### src/rtl/alu_pkg.sv
// rtl/alu_pkg.sv - shared ALU opcodes, datapath width and divider state encoding
package alu_pkg;

    localparam int WIDTH = 32;

    localparam logic [3:0] ALU_AND  = 4'b0000;
    localparam logic [3:0] ALU_OR   = 4'b0001;
    localparam logic [3:0] ALU_ADD  = 4'b0010;
    localparam logic [3:0] ALU_SLL  = 4'b0011;
    localparam logic [3:0] ALU_DIVU = 4'b0100;
    localparam logic [3:0] ALU_SUB  = 4'b0110;
    localparam logic [3:0] ALU_SLT  = 4'b0111;

    typedef enum logic [1:0] {
        IDLE = 2'd0,
        RUN  = 2'd1,
        DONE = 2'd2
    } divu_state_t;

endpackage

### src/rtl/divu_unit_if.sv
// rtl/divu_unit_if.sv - EX-stage request and LO/HI result bundle of the divider
interface divu_unit_if #(
    parameter int WIDTH = 32
);
    logic [3:0]       alu_op;
    logic             op_valid;
    logic             flush;
    logic [WIDTH-1:0] dividend;
    logic [WIDTH-1:0] divisor;
    logic             busy;
    logic             done;
    logic             div_by_zero;
    logic [WIDTH-1:0] lo;
    logic [WIDTH-1:0] hi;

    modport master (
        output alu_op, op_valid, flush, dividend, divisor,
        input  busy, done, div_by_zero, lo, hi
    );

    modport slave (
        input  alu_op, op_valid, flush, dividend, divisor,
        output busy, done, div_by_zero, lo, hi
    );
endinterface

### src/rtl/divu_step.sv
// rtl/divu_step.sv - one radix-2 restoring division iteration (combinational)
module divu_step #(
    parameter int WIDTH = 32
) (
    input  logic [WIDTH-1:0] r,
    input  logic [WIDTH-1:0] q,
    input  logic [WIDTH-1:0] d,
    output logic [WIDTH-1:0] r_next,
    output logic [WIDTH-1:0] q_next
);
    logic [WIDTH:0] r_sh;
    logic [WIDTH:0] diff;

    assign r_sh = {r, q[WIDTH-1]};
    assign diff = r_sh - {1'b0, d};

    // No borrow out of the WIDTH+1-bit subtract means r_sh >= d.
    always_comb begin
        q_next = {q[WIDTH-2:0], 1'b0};
        r_next = r_sh[WIDTH-1:0];
        if (!diff[WIDTH]) begin
            r_next    = diff[WIDTH-1:0];
            q_next[0] = 1'b1;
        end
    end
endmodule

### src/rtl/divu_unit.sv
// rtl/divu_unit.sv - multi-cycle unsigned divider: FSM, iteration counter, operand and LO/HI registers
module divu_unit
    import alu_pkg::*;
#(
    parameter int         WIDTH   = alu_pkg::WIDTH,
    parameter logic [3:0] DIVU_OP = ALU_DIVU,
    parameter int         CNT_W   = $clog2(WIDTH)
) (
    input logic        clk,
    input logic        reset,
    divu_unit_if.slave bus
);
    divu_state_t      state;
    divu_state_t      state_n;
    logic [CNT_W-1:0] count;
    logic [WIDTH-1:0] d_reg;
    logic [WIDTH-1:0] q_reg;
    logic [WIDTH-1:0] r_reg;
    logic [WIDTH-1:0] q_n;
    logic [WIDTH-1:0] r_n;
    logic [WIDTH-1:0] lo_reg;
    logic [WIDTH-1:0] hi_reg;
    logic             dbz_reg;
    logic             start;
    logic             last_iter;

    assign start     = bus.op_valid && (bus.alu_op == DIVU_OP) && !bus.flush;
    assign last_iter = (count == CNT_W'(WIDTH - 1));

    divu_step #(.WIDTH(WIDTH)) u_step (
        .r      (r_reg),
        .q      (q_reg),
        .d      (d_reg),
        .r_next (r_n),
        .q_next (q_n)
    );

    always_ff @(posedge clk) begin
        if (!reset) state <= IDLE;
        else        state <= state_n;
    end

    always_comb begin
        state_n = state;
        case (state)
            IDLE, DONE: begin
                if (start) state_n = (bus.divisor != '0) ? RUN : DONE;
                else       state_n = IDLE;
            end
            RUN: begin
                if (bus.flush)     state_n = IDLE;
                else if (last_iter) state_n = DONE;
            end
            default: state_n = IDLE;
        endcase
    end

    // A zero divisor bypasses RUN and writes the saturated result immediately.
    always_ff @(posedge clk) begin
        if (!reset) begin
            count   <= '0;
            d_reg   <= '0;
            q_reg   <= '0;
            r_reg   <= '0;
            lo_reg  <= '0;
            hi_reg  <= '0;
            dbz_reg <= 1'b0;
        end else begin
            case (state)
                IDLE, DONE: begin
                    if (start) begin
                        if (bus.divisor != '0) begin
                            d_reg <= bus.divisor;
                            q_reg <= bus.dividend;
                            r_reg <= '0;
                            count <= '0;
                        end else begin
                            lo_reg  <= '1;
                            hi_reg  <= bus.dividend;
                            dbz_reg <= 1'b1;
                        end
                    end
                end
                RUN: begin
                    if (!bus.flush) begin
                        q_reg <= q_n;
                        r_reg <= r_n;
                        count <= count + CNT_W'(1);
                        if (last_iter) begin
                            lo_reg  <= q_n;
                            hi_reg  <= r_n;
                            dbz_reg <= 1'b0;
                        end
                    end
                end
                default: ;
            endcase
        end
    end

    assign bus.busy        = (state == RUN);
    assign bus.done        = (state == DONE);
    assign bus.lo          = lo_reg;
    assign bus.hi          = hi_reg;
    assign bus.div_by_zero = dbz_reg;
endmodule

### src/flat_wrapper.sv
// flat-port wrapper written by rule: the top's interface ports become plain ports
module divu_unit_flat import alu_pkg::*;
#(
    parameter int         WIDTH   = alu_pkg::WIDTH,
    parameter logic [3:0] DIVU_OP = ALU_DIVU,
    parameter int         CNT_W   = $clog2(WIDTH)
)
  (clk, reset, bus_alu_op, bus_op_valid, bus_flush, bus_dividend, bus_divisor, bus_busy, bus_done, bus_div_by_zero, bus_lo, bus_hi);
  divu_unit_if #(.WIDTH(WIDTH)) bus_i ();
  input logic clk;
  input logic reset;
  input wire logic [$bits(bus_i.alu_op)-1:0] bus_alu_op;
  input wire logic [$bits(bus_i.op_valid)-1:0] bus_op_valid;
  input wire logic [$bits(bus_i.flush)-1:0] bus_flush;
  input wire logic [$bits(bus_i.dividend)-1:0] bus_dividend;
  input wire logic [$bits(bus_i.divisor)-1:0] bus_divisor;
  output wire logic [$bits(bus_i.busy)-1:0] bus_busy;
  output wire logic [$bits(bus_i.done)-1:0] bus_done;
  output wire logic [$bits(bus_i.div_by_zero)-1:0] bus_div_by_zero;
  output wire logic [$bits(bus_i.lo)-1:0] bus_lo;
  output wire logic [$bits(bus_i.hi)-1:0] bus_hi;
  assign bus_i.alu_op = bus_alu_op;
  assign bus_i.op_valid = bus_op_valid;
  assign bus_i.flush = bus_flush;
  assign bus_i.dividend = bus_dividend;
  assign bus_i.divisor = bus_divisor;
  assign bus_busy = bus_i.busy;
  assign bus_done = bus_i.done;
  assign bus_div_by_zero = bus_i.div_by_zero;
  assign bus_lo = bus_i.lo;
  assign bus_hi = bus_i.hi;
  divu_unit #(.WIDTH(WIDTH), .DIVU_OP(DIVU_OP), .CNT_W(CNT_W)) u_core (.clk(clk), .reset(reset), .bus(bus_i));
endmodule
### config.mk
export PLATFORM = sky130hd
export DESIGN_NAME = divu_unit_flat
export DESIGN_NICKNAME = d
export VERILOG_FILES = /design/src/rtl/alu_pkg.sv /design/src/rtl/divu_unit_if.sv /design/src/rtl/divu_step.sv /design/src/rtl/divu_unit.sv /design/src/flat_wrapper.sv
export SDC_FILE = /design/constraint.sdc
export NUM_CORES = 1
export LEC_CHECK = 0
export ABC_AREA = 1
export CAP_MARGIN = 40
export CORE_ASPECT_RATIO = 2
export CORE_MARGIN = 1
export CORE_UTILIZATION = 35
export CTS_CLUSTER_SIZE = 12
export DETAILED_ROUTE_END_ITERATION = 8
export SLEW_MARGIN = 10
export SYNTH_ARGS = -nofsm -noshare
export SYNTH_HDL_FRONTEND = slang
export SYNTH_SLANG_ARGS = --single-unit
### constraint.sdc
create_clock -name clk -period 3.13 [get_ports clk]
set_input_delay 0.626 -clock clk [delete_from_list [all_inputs] [get_ports clk]]
set_output_delay 0.626 -clock clk [all_outputs]
set_load 0.01 [all_outputs]
# == Yosys cells after proc, flatten, opt, wreduce, memory -nomap -nowiden ==
# Cells that the tools add are included.
# totals
word_cells,64
reg_bits,168
# classes
add_sub_neg,2
n_reduce_logical,10
n_eq_ne,10
muxes,34
# ops
cell,n
32-bit two-way mux,15
32-bit case mux with 2 select lines,4
33-bit by 32-bit subtractor with 33-bit output,1
32-bit nonzero test,1
5-bit two-way mux,3
5-bit case mux with 2 select lines,1
2-bit two-way mux,4
"2-bit by 1-bit inequality test with 1-bit output, second input constant",3
"5-bit by 1-bit adder with 5-bit output, second input constant",1
"5-bit equality test, second input constant",1
1-bit two-way mux,5
5-bit AND reduction,1
"4-bit by 3-bit equality test with 1-bit output, second input constant",1
"2-bit inequality test, second input constant",2
2-bit case mux with 2 select lines,1
4-bit AND reduction,1
"3-bit by 2-bit inequality test with 1-bit output, second input constant",1
3-bit AND reduction,1
"2-bit by 1-bit equality test with 1-bit output, second input constant",1
"2-bit equality test, second input constant",1
1-bit logical AND,2
2-bit zero test,1
1-bit case mux with 2 select lines,1
2-bit nonzero test,1
other kinds (2),2

# == Depth between registers and ports, before layout ==
# Gate-level depths: netlist of run 1.
# logic_depth
word_depth,5
depth_mapped,19
mapped_depth_nobuf,18

# == Cells and area by module ==
# From an unflattened synthesis of run 1, not the netlist that was laid out.
# unflattened
cells_unflattened,1751
hier_area_um2,10817.9
# by_module_without_submodules
module,seq_area_each_um2,area_per_inst_um2,instances,cells_per_inst
divu_unit,3363.2,7434.6,1,1040
divu_step,0.0,3383.2,1,711

# == Worst setup path after synthesis of run 1 ==
# No wires, ideal clock.
# synth_path
kind,register to register
from,reg u_core.q_reg[31]
to,reg u_core.hi_reg[31] (netlist: u_core.bus.hi[31])
period_less_slack_ns,2.134
setup_slack_ns,0.996
setup_time_ns,0.109
t_arrival_ns,2.025
path_stages_with_launch,20
path_cell_list,dfxtp_1 inv_1 ha_1 inv_1 fa_1 nand2_1 nand2_1 nand3_1 nand2_2 nand2_1 nand2_1 nand2_1 nand2_1 nand2_1 nand2_2 buf_6 nand3_1 nand3_1 nand2_1 inv_1
# synth_via
elab_chain_len,5
# synth_rtl
item,line,rtl
"start, declared",divu_unit.sv:17,logic [WIDTH-1:0] q_reg;
"start signal, assigned",divu_unit.sv:74,q_reg <= bus.dividend;
"start signal, assigned",divu_unit.sv:86,q_reg <= q_n;
33-bit by 32-bit subtractor with 33-bit output,divu_step.sv:15,"assign diff = r_sh - {1'b0, d};"
32-bit two-way mux,divu_step.sv:21,if (!diff[WIDTH]) begin
32-bit two-way mux,divu_unit.sv:89,if (last_iter) begin
32-bit two-way mux,divu_unit.sv:85,if (!bus.flush) begin
32-bit case mux with 2 select lines,divu_unit.sv:69,case (state)
"end signal, assigned",divu_unit.sv:79,hi_reg <= bus.dividend;
"end signal, assigned",divu_unit.sv:91,hi_reg <= r_n;
"end, declared",divu_unit.sv:22,logic [WIDTH-1:0] hi_reg;
# Every way passes these cells. The select of a mux whose other input is x is not followed.
# A chain may end at the register's enable or synchronous reset.

# == Final worst setup path of run 1 ==
# layout_path
from,reg u_core.q_reg[31]
to,reg u_core.hi_reg[11] (netlist: u_core.bus.hi[11])
# Same word-level chain as after synthesis.

==> metrics.md, run 1 <==
| Metric | Value |
|---|---|
| Status | `completed` |
| Netlist cell types | `34` |
| Synth top area cells | `dfxtp_1, nand2_1, inv_1` |
| Reg clk slew, reported paths | `70 ps` |
| CTS Buffer Depth | `2` |
| Type of origin of the critical path | `register` |
| Worst IR Drop VDD | `0.363 mV` |
| Non-Filler Instances | `2,094` |
| Die Y | `241 um` |
| WP data required | `3480 ps` |
| Sequential element share of the synthesized area | `33.8%` |
| Leak | `6.21 nW` |
| # diodes | `0` |
| Final setup vio count | `0` |
| Synthesis Warnings | `0` |
| Final #Nets | `1,832` |
| Pin count of the biggest net entering global routing | `104` |
| CTS tree | `yes` |
| Flop-to-flop setup slack | `340 ps` |
| Site Rows | `87` |
| Tightest Pin Transition | `774 ps` |
| Core ar. | `28,100 um^2` |
| Reg2reg start | `u_core.q_reg[31]` |
| PwrDens | `431 nW/um^2` |
| Drt total wl | `32,200 um` |
| Top Ports | `139` |
| Setup Fix Bufs, Post-CTS | `0` |
| Max-cap viol count | `0` |
| Post-synth top area share | `33.8%` |
| Synthesis-to-layout area growth | `24.4%` |
| Post-route ant nets | `0` |
| Period utilization | `89.2%` |
| Port Buffers | `138` |
| Area of placed instances | `11,800 um^2` |
| Fin. Hold Viols | `0` |
| RSZ-0062 raised after global routing | `no` |
| Wire length per cell | `15.4 um` |
| Root Buffer | `clkbuf_16` |
| Syn Nets | `1,716` |
| Grt total ovfl | `0` |
| Clk Latency, worst-skew pair | `450 ps` |
| Largest area contributor in the netlist | `dfxtp_1` |
| TritonCTS Sinks | `168` |
| Hold_buf cts | `0` |
| Crit path capture type | `register` |
| Clock skew | `11.7 ps` |
| Hold/Removal Path Class | `reg -> reg` |
| Number of CTS-inserted buffers | `17` |
| Tmin final | `2790 ps` |
| Seq cells post-synth | `168` |
| Post-Route Utilization | `44.1%` |
| CP startpoint | `u_core.q_reg[31]` |
| Setup CP Type | `reg -> reg` |
| Peak Freq | `358 MHz` |
| Post-Syn Area | `9960 um^2` |
| Vias | `10.1k` |
| Post-CTS sizing | `0` |
| DPL Wire Length | `25,000 um` |
| Die footprint | `29,200 um^2` |
| Vias in the first global route | `10.0k` |
| Initial Util | `35.5%` |
| Rel. slew slack | `48.3%` |
| H-tree levels | `4` |
| DP Cell Count | `2,062` |
| Initial antenna violation count | `0` |
| DIE WIDTH | `121 um` |
| Router iterations before antenna repair | `4` |
| Routability cong. | `0.902` |
| Total track usage | `23.1%` |
| Hold path startpoint | `u_core.d_reg[7]` |
| Critical path arrival | `3140 ps` |
| Fin Setup TNS | `0 ps` |
| Slew Viols, Final | `0` |
| First-pass GRT wire length | `51,300 um` |
| Drt initial violations | `492` |
| Layout cells sized above 1 | `4.95%` |
| Drc violations | `0` |
| Design Area, Final | `12,400 um^2` |
| Routed vias/inst | `4.81` |
| Crit path max fanout | `21` |
| Synthesized area per cell | `6.19 um^2` |
| Synth Instances | `1,609` |
==> where the power goes <==
group | switching [mW] | internal, mW
sequential | 0.0169 | 2.16
combinational | 0.734 | 0.376
clock | 0.920 | 1.13
total | 1.67 | 3.67
==> critical path, stage by stage, from the launching register on <==
cell and delay, ps:
dfxtp_1 340, inv_1 60, ha_1 140, inv_1 80
fa_1 410, nand2_1 90, nand2_1 90, nand3_1 100
nand2_2 100, nand2_1 80, nand2_1 110, nand2_1 140
nand2_1 80, nand2_1 90, nand2_2 190, buf_12 240
nand3_2 80, nand3_1 140, nand2_1 90, inv_1 40
==> path summary, 6_finish.rpt <==
path	cells after the start	to
setup reg to reg	19	u_core.bus.hi[11]
hold / removal	2	u_core.d_reg[7]
setup / recovery	19	u_core.bus.hi[11]
hold reg to reg	2	u_core.d_reg[7]
==> Yosys cell counts (all sizes together) <==
library cell,count
or2,6
nor3,10
o21bai,1
nand3b,1
nor2,190
nand3,158
o211ai,1
ha,34
nor4,5
a21o,2
buf,30
o22ai,31
fa,1
a21oi,54
a31oi,31
nand4,7
o21ai,102
dfxtp,168
clkbuf,42
and2,5
inv,314
nand2,400
xor2,16
==> cells by family after synthesis <==
| group | count (synthesis) | synth area share (%) |
|---|---|---|
| xor+xnor | 16 | 1.41 |
| simple gates | 782 | 32.9 |
| compound gates | 222 | 12.1 |
| flops | 168 | 33.8 |
| buf+inv | 386 | 15.3 |
| fa+ha+maj | 35 | 4.47 |
==> layout make-up <==
type	count	area, um^2
Clock buffer	21	460
Fill cell	3067	15700
Tap cell	356	445
Sequential cell	168	3360
Multi-Input combinational cell	1055	5090
Clock inverter	11	100
Timing Repair Buffer	169	1760
Inverter	314	1180
==> cells in the final DEF, fill, tap and decap left out, types with 5 or more instances in the layout <==
| master | netlist | routed |
|---|---|---|
| nor2_1 | 188 | 188 |
| nand3_1 | 148 | 148 |
| a21oi_1 | 54 | 54 |
| buf_12 | 0 | 12 |
| o22ai_1 | 31 | 31 |
| nand2_1 | 396 | 396 |
| clkdlybuf4s50_1 | 0 | 137 |
| a31oi_1 | 31 | 31 |
| nand3_2 | 10 | 10 |
| xor2_1 | 16 | 16 |
| inv_1 | 312 | 311 |
| o21ai_0 | 99 | 99 |
| nor3_1 | 10 | 10 |
| nand4_1 | 7 | 7 |
| and2_1 | 5 | 5 |
| ha_1 | 34 | 34 |
| clkbuf_16 | 0 | 17 |
| buf_4 | 6 | 19 |
| dfxtp_1 | 168 | 168 |
==> stage by stage <==
| stage | power (mW) | setup WS [ps] | hold WS (ps) |
|---|---|---|---|
| floorplan | 2.93 | 996 | 433 |
| global placement | 3.32 | 209 | 456 |
| detailed placement | 3.33 | 204 | 451 |
| CTS | 5.40 | 299 | 461 |
| global route | 5.57 | 62.7 | 471 |
| finish | 5.34 | 339 | 457 |
==> routing by layer <==
metal / track usage [%] / up-vias / part of all wire (%)
li1: - / 5248 / -
met1: 24.4 / 4565 / 39
met2: 42.6 / 209 / 52
met3: 3.00 / 58 / 3.2
met4: 13.8 / 0 / 5.1
met5: 0 / - / 0
No activity file was read; power rests on OpenSTA's default activity.
==> run 2: changes to the inputs <==
--- a/config.mk
+++ b/config.mk
@@ -12,6 +12,7 @@
 export CORE_UTILIZATION = 35
 export CTS_CLUSTER_SIZE = 12
 export DETAILED_ROUTE_END_ITERATION = 8
+export GPL_ROUTABILITY_DRIVEN = 0
 export SLEW_MARGIN = 10
 export SYNTH_ARGS = -nofsm -noshare
 export SYNTH_HDL_FRONTEND = slang
==> run 2 against run 1 <==
Die area unchanged. Total power increased by 5.2%. Sequential power is essentially flat. Utilization rose by 0.19 points. Clock skew decreased by 0.52 ps. Critical path depth shrank 7. Setup slack better by 76 ps. Maximum frequency grew 2.8%. Combinational power about the same. Critical path type is now in -> reg. Largest cell class unchanged. Largest power group is now clock.
==> metrics.md, run 2 (synthesis gave the netlist of run 1 again) <==
| Metric | Value |
|---|---|
| Status | `completed` |
| Worst IR Drop VDD | `0.353 mV` |
| Routed vias/inst | `4.88` |
| Critical path arrival | `3060 ps` |
| Total track usage | `22.7%` |
| Grt total ovfl | `0` |
| Reg clk slew, reported paths | `70 ps` |
| First-pass GRT wire length | `50,600 um` |
| Drc violations | `0` |
| Tmin final | `2720 ps` |
| Rel. slew slack | `51.5%` |
| WP data required | `3480 ps` |
| Core ar. | `28,100 um^2` |
| Drt initial violations | `520` |
| TritonCTS Sinks | `168` |
| Type of origin of the critical path | `input pin` |
| Clk Latency, worst-skew pair | `450 ps` |
| Clock skew | `11.2 ps` |
| Top Ports | `139` |
| Most frequent cells in the layout | `nand2_1, inv_1, nor2_1` |
| Hold/Removal Path Class | `reg -> reg` |
| Tightest Pin Transition | `727 ps` |
| Die footprint | `29,200 um^2` |
| Slew Viols, Final | `0` |
| DIE WIDTH | `121 um` |
| RSZ-0062 raised after global routing | `no` |
| Port Buffers | `138` |
| Worst slack at placement | `-177 ps` |
| Initial Util | `35.5%` |
| Peak Freq | `368 MHz` |
| # diodes | `0` |
| Period utilization | `86.8%` |
| Drt total wl | `31,800 um` |
| Die Y | `241 um` |
| Fin Setup TNS | `0 ps` |
| Fin. Hold Viols | `0` |
| CTS tree | `yes` |
| Layout cells sized above 1 | `4.90%` |
| Worst hold margin | `461 ps` |
| Vias in the first global route | `10.0k` |
| Root Buffer | `clkbuf_16` |
| Router iterations before antenna repair | `5` |
| H-tree levels | `4` |
| DPL Wire Length | `24,600 um` |
| Non-Filler Instances | `2,091` |
| Pin count of the biggest net entering global routing | `104` |
| Crit path max fanout | `41` |
| Setup Fix Bufs, Post-CTS | `0` |
| Final setup vio count | `0` |
| Wire length per cell | `15.2 um` |
| Site Rows | `87` |
| Crit path capture type | `register` |
| Hold_buf cts | `0` |
| Vias | `10.2k` |
| Commonest non-fill, non-tap cell in the layout | `nand2_1` |
| Leak | `6.24 nW` |
| Final #Nets | `1,829` |
| Initial antenna violation count | `0` |
| PnR worst setup slack | `415 ps` |
| CTS Buffer Depth | `2` |
| Post-route ant nets | `0` |
| Number of CTS-inserted buffers | `17` |
| Synthesis-to-layout area growth | `24.9%` |
| Max-cap viol count | `0` |
| Total power | `5.62 mW` |
| PwrDens | `451 nW/um^2` |
| DP Cell Count | `2,059` |
| Post-CTS sizing | `0` |
| Setup CP Type | `in -> reg` |
[run 2: cell types whose count changed in the layout (fill, tap and decap cells not counted)]
cell,delta
clkbuf_8,-2
clkinvlp_4,-1
clkinv_4,-4
buf_4,-3
inv_6,+7
bufinv_16,+3
inv_8,+1
clkbuf_1,-2
clkinv_2,-2
[run 2: path summary, 6_finish.rpt]
check / end / startpoint / slack [ps] / depth (start not counted)
max: u_core.r_reg[24] / bus_divisor[16] / 410 / 12
min: u_core.d_reg[7] / u_core.d_reg[7] / 460 / 2
max reg2reg: u_core.bus.hi[11] / u_core.d_reg[0] / 440 / 18
min reg2reg: u_core.d_reg[7] / u_core.d_reg[7] / 460 / 2
[run 2: layout make-up]
class                      instances  area [um^2]
clock buffer                      17          425
multi-input combinational       1055         5090
sequential                       168         3360
fill                            3051        15600
clock inverter                    15          210
inverter                         314         1180
timing repair buffer             166         1740
tap                              356          445
[run 2: power by group]
| part | internal, mW | switching (mW) | total, mW | leakage, nW |
|---|---|---|---|---|
| combinational | 0.377 | 0.724 | 1.10 | 4.57 |
| sequential | 2.16 | 0.0175 | 2.18 | 1.35 |
| clock | 1.36 | 0.982 | 2.34 | 0.312 |
[run 2: critical path: stages]
cell             delay [ps]
clkdlybuf4s50_1         410
or2_1                   230
nor3_1                  410
nand3_1                 290
buf_4                   230
o21ai_4                 220
nand2_4                 120
buf_12                  180
o21ai_0                 150
inv_1                    60
nand2_1                  70
inv_1                    40
[run 2: through the flow]
| stage | util [%] | instance area [um^2] |
|---|---|---|
| floorplan | - | 9960 |
| finish | 44.3 | 12400 |
| global placement | 42.0 | 11800 |
| global route | 44.3 | 12400 |
| detailed placement | 42.1 | 11800 |
| CTS | 44.3 | 12400 |
[run 2: per-layer routing]
layer  global-route usage [%]  wire (um)  vias up
met5                        0          0        -
met4                     12.8       1450        0
met3                     3.28       1260       72
met2                     41.5      16500      257
met1                     24.5      12600     4636
li1                         -          -     5231
==> run 3: changes to the inputs <==
--- a/config.mk
+++ b/config.mk
@@ -13,6 +13,7 @@
 export CTS_CLUSTER_SIZE = 12
 export DETAILED_ROUTE_END_ITERATION = 8
 export GPL_ROUTABILITY_DRIVEN = 0
+export SETUP_SLACK_MARGIN = 0.5
 export SLEW_MARGIN = 10
 export SYNTH_ARGS = -nofsm -noshare
 export SYNTH_HDL_FRONTEND = slang
==> run 3 against run 2 <==
Final area rose by 0.38%. Final cell count hardly changed. Critical path depth is the same. Critical endpoint unchanged. Highest routed layer unchanged.
==> metrics.md, run 3 (synthesis gave the netlist of run 1 again) <==
| Metric | Value |
|---|---|
| Pin count of the biggest net entering global routing | `104` |
| # diodes | `0` |
| Type of origin of the critical path | `input pin` |
| CTS tree | `yes` |
| Initial Util | `35.5%` |
| Post-route ant nets | `0` |
| Hold_buf cts | `0` |
| Buf/Inv on CP | `5` |
| Leak | `6.25 nW` |
| Hold/Removal Path Class | `reg -> reg` |
| Rel. slew slack | `51.1%` |
| Status | `completed` |
| Synthesis-to-layout area growth | `25.4%` |
| Crit path capture type | `register` |
| Clk Latency, worst-skew pair | `450 ps` |
| First-pass GRT wire length | `50,600 um` |
| Fin. Hold Viols | `0` |
| Vias in the first global route | `10.0k` |
| Site Rows | `87` |
| Design Area, Final | `12,500 um^2` |
| Worst IR Drop VDD | `0.353 mV` |
| Number of CTS-inserted buffers | `17` |
| Peak Freq | `409 MHz` |
| Router iterations before antenna repair | `5` |
| Routed vias/inst | `4.86` |
| Die footprint | `29,200 um^2` |
| Tightest Pin Transition | `733 ps` |
| Port Buffers | `138` |
| Vias | `10.2k` |
| DPL Wire Length | `24,600 um` |
| Fin Setup TNS | `0 ps` |
| Initial antenna violation count | `0` |
| Worst stage delay on the critical path | `520 ps` |
| Crit-path leading delay family | `buffers and inverters` |
| Setup CP Type | `in -> reg` |
| Clock skew | `12.0 ps` |
| Grt total ovfl | `0` |
| Drt total wl | `31,800 um` |
| PwrDens | `451 nW/um^2` |
| TritonCTS Sinks | `168` |
| Drt initial violations | `530` |
| Reg clk slew, reported paths | `70 ps` |
| CP cell instances | `clkdlybuf4s50_1 -> or2_2 -> nor3_1 -> nand3_1 -> buf_4 -> o21ai_4 -> nand2_4 -> buf_12 -> o21ai_0 -> inv_1 -> nand2_1 -> inv_1` |
| Area of placed instances | `11,800 um^2` |
| Crit path max fanout | `41` |
| Worst slack at placement | `-177 ps` |
| Slew Viols, Final | `0` |
| Critical path arrival | `2790 ps` |
| Non-Filler Instances | `2,092` |
| Multi-input logic area | `5130 um^2` |
| PnR worst setup slack | `684 ps` |
| Commonest non-fill, non-tap cell in the layout | `nand2_1` |
| Most frequent cells in the layout | `nand2_1, inv_1, nor2_1` |
| Period utilization | `78.2%` |
| Total track usage | `22.7%` |
| FF+latch area | `3360 um^2` |
| Final #Nets | `1,830` |
| Final setup vio count | `0` |
| RSZ-0062 raised after global routing | `no` |
| Post-Route Utilization | `44.5%` |
| Worst hold margin | `461 ps` |
| Crit-path most repeated cell | `inv_1` |
| Crit-path slowest cell | `clkdlybuf4s50_1` |
| Root Buffer | `clkbuf_16` |
| H-tree levels | `4` |
| Max-cap viol count | `0` |
| Core ar. | `28,100 um^2` |
| Wire length per cell | `15.2 um` |
| Drc violations | `0` |
| CTS Buffer Depth | `2` |
| Tmin final | `2450 ps` |
| Fill cells | `3,047` |
| WP data required | `3480 ps` |
| Die Y | `241 um` |
| Total power | `5.64 mW` |
| DIE WIDTH | `121 um` |
| Top Ports | `139` |
| DP Cell Count | `2,059` |
| Layout cells sized above 1 | `5.47%` |
[run 3: power by group]
group,internal [mW],switching [mW]
logic,0.390,0.731
clock network,1.36,0.982
registers,2.16,0.0174
total,3.90,1.73
[run 3: worst min-delay path: cells and delay by family (launching register included)]
family,cells,cell delay (ps)
buf+inv,1,60
flops,1,300
compound gates,1,60
[run 3: area by class of cell]
cell class,instances,share of cell area (%)
timing repair buffer,167,14.0
inverter,314,9.43
tap,356,3.56
multi-input combinational,1055,41.0
sequential,168,26.9
clock buffer,17,3.40
clock inverter,15,1.68
[run 3: timing repair]
item / CTS / global route
endpoints found under the setup margin: 167 / 54
setup buffers: 0 / 1
resized for setup: 4 / 7
cloned: 0 / 0
hold endpoints to repair: 0 / 0
pin swaps: 1 / 1
[run 3: final timing paths]
check | startpoint | to | slack, ps | cells past startpoint
worst min-delay path | u_core.d_reg[7] | u_core.d_reg[7] | 460 | 2
worst max register to register | u_core.r_reg[18] | u_core.bus.hi[20] | 700 | 13
worst max-delay path | bus_divisor[1] | u_core.r_reg[24] | 680 | 12
worst min register to register | u_core.d_reg[7] | u_core.d_reg[7] | 460 | 2
[run 3: layer usage]
layer	part of all wire, %	up-vias	track usage (%)
li1	-	5227	-
met3	4.0	72	3.28
met4	4.5	0	12.8
met5	0	-	0
met2	52	257	41.5
met1	39	4613	24.5
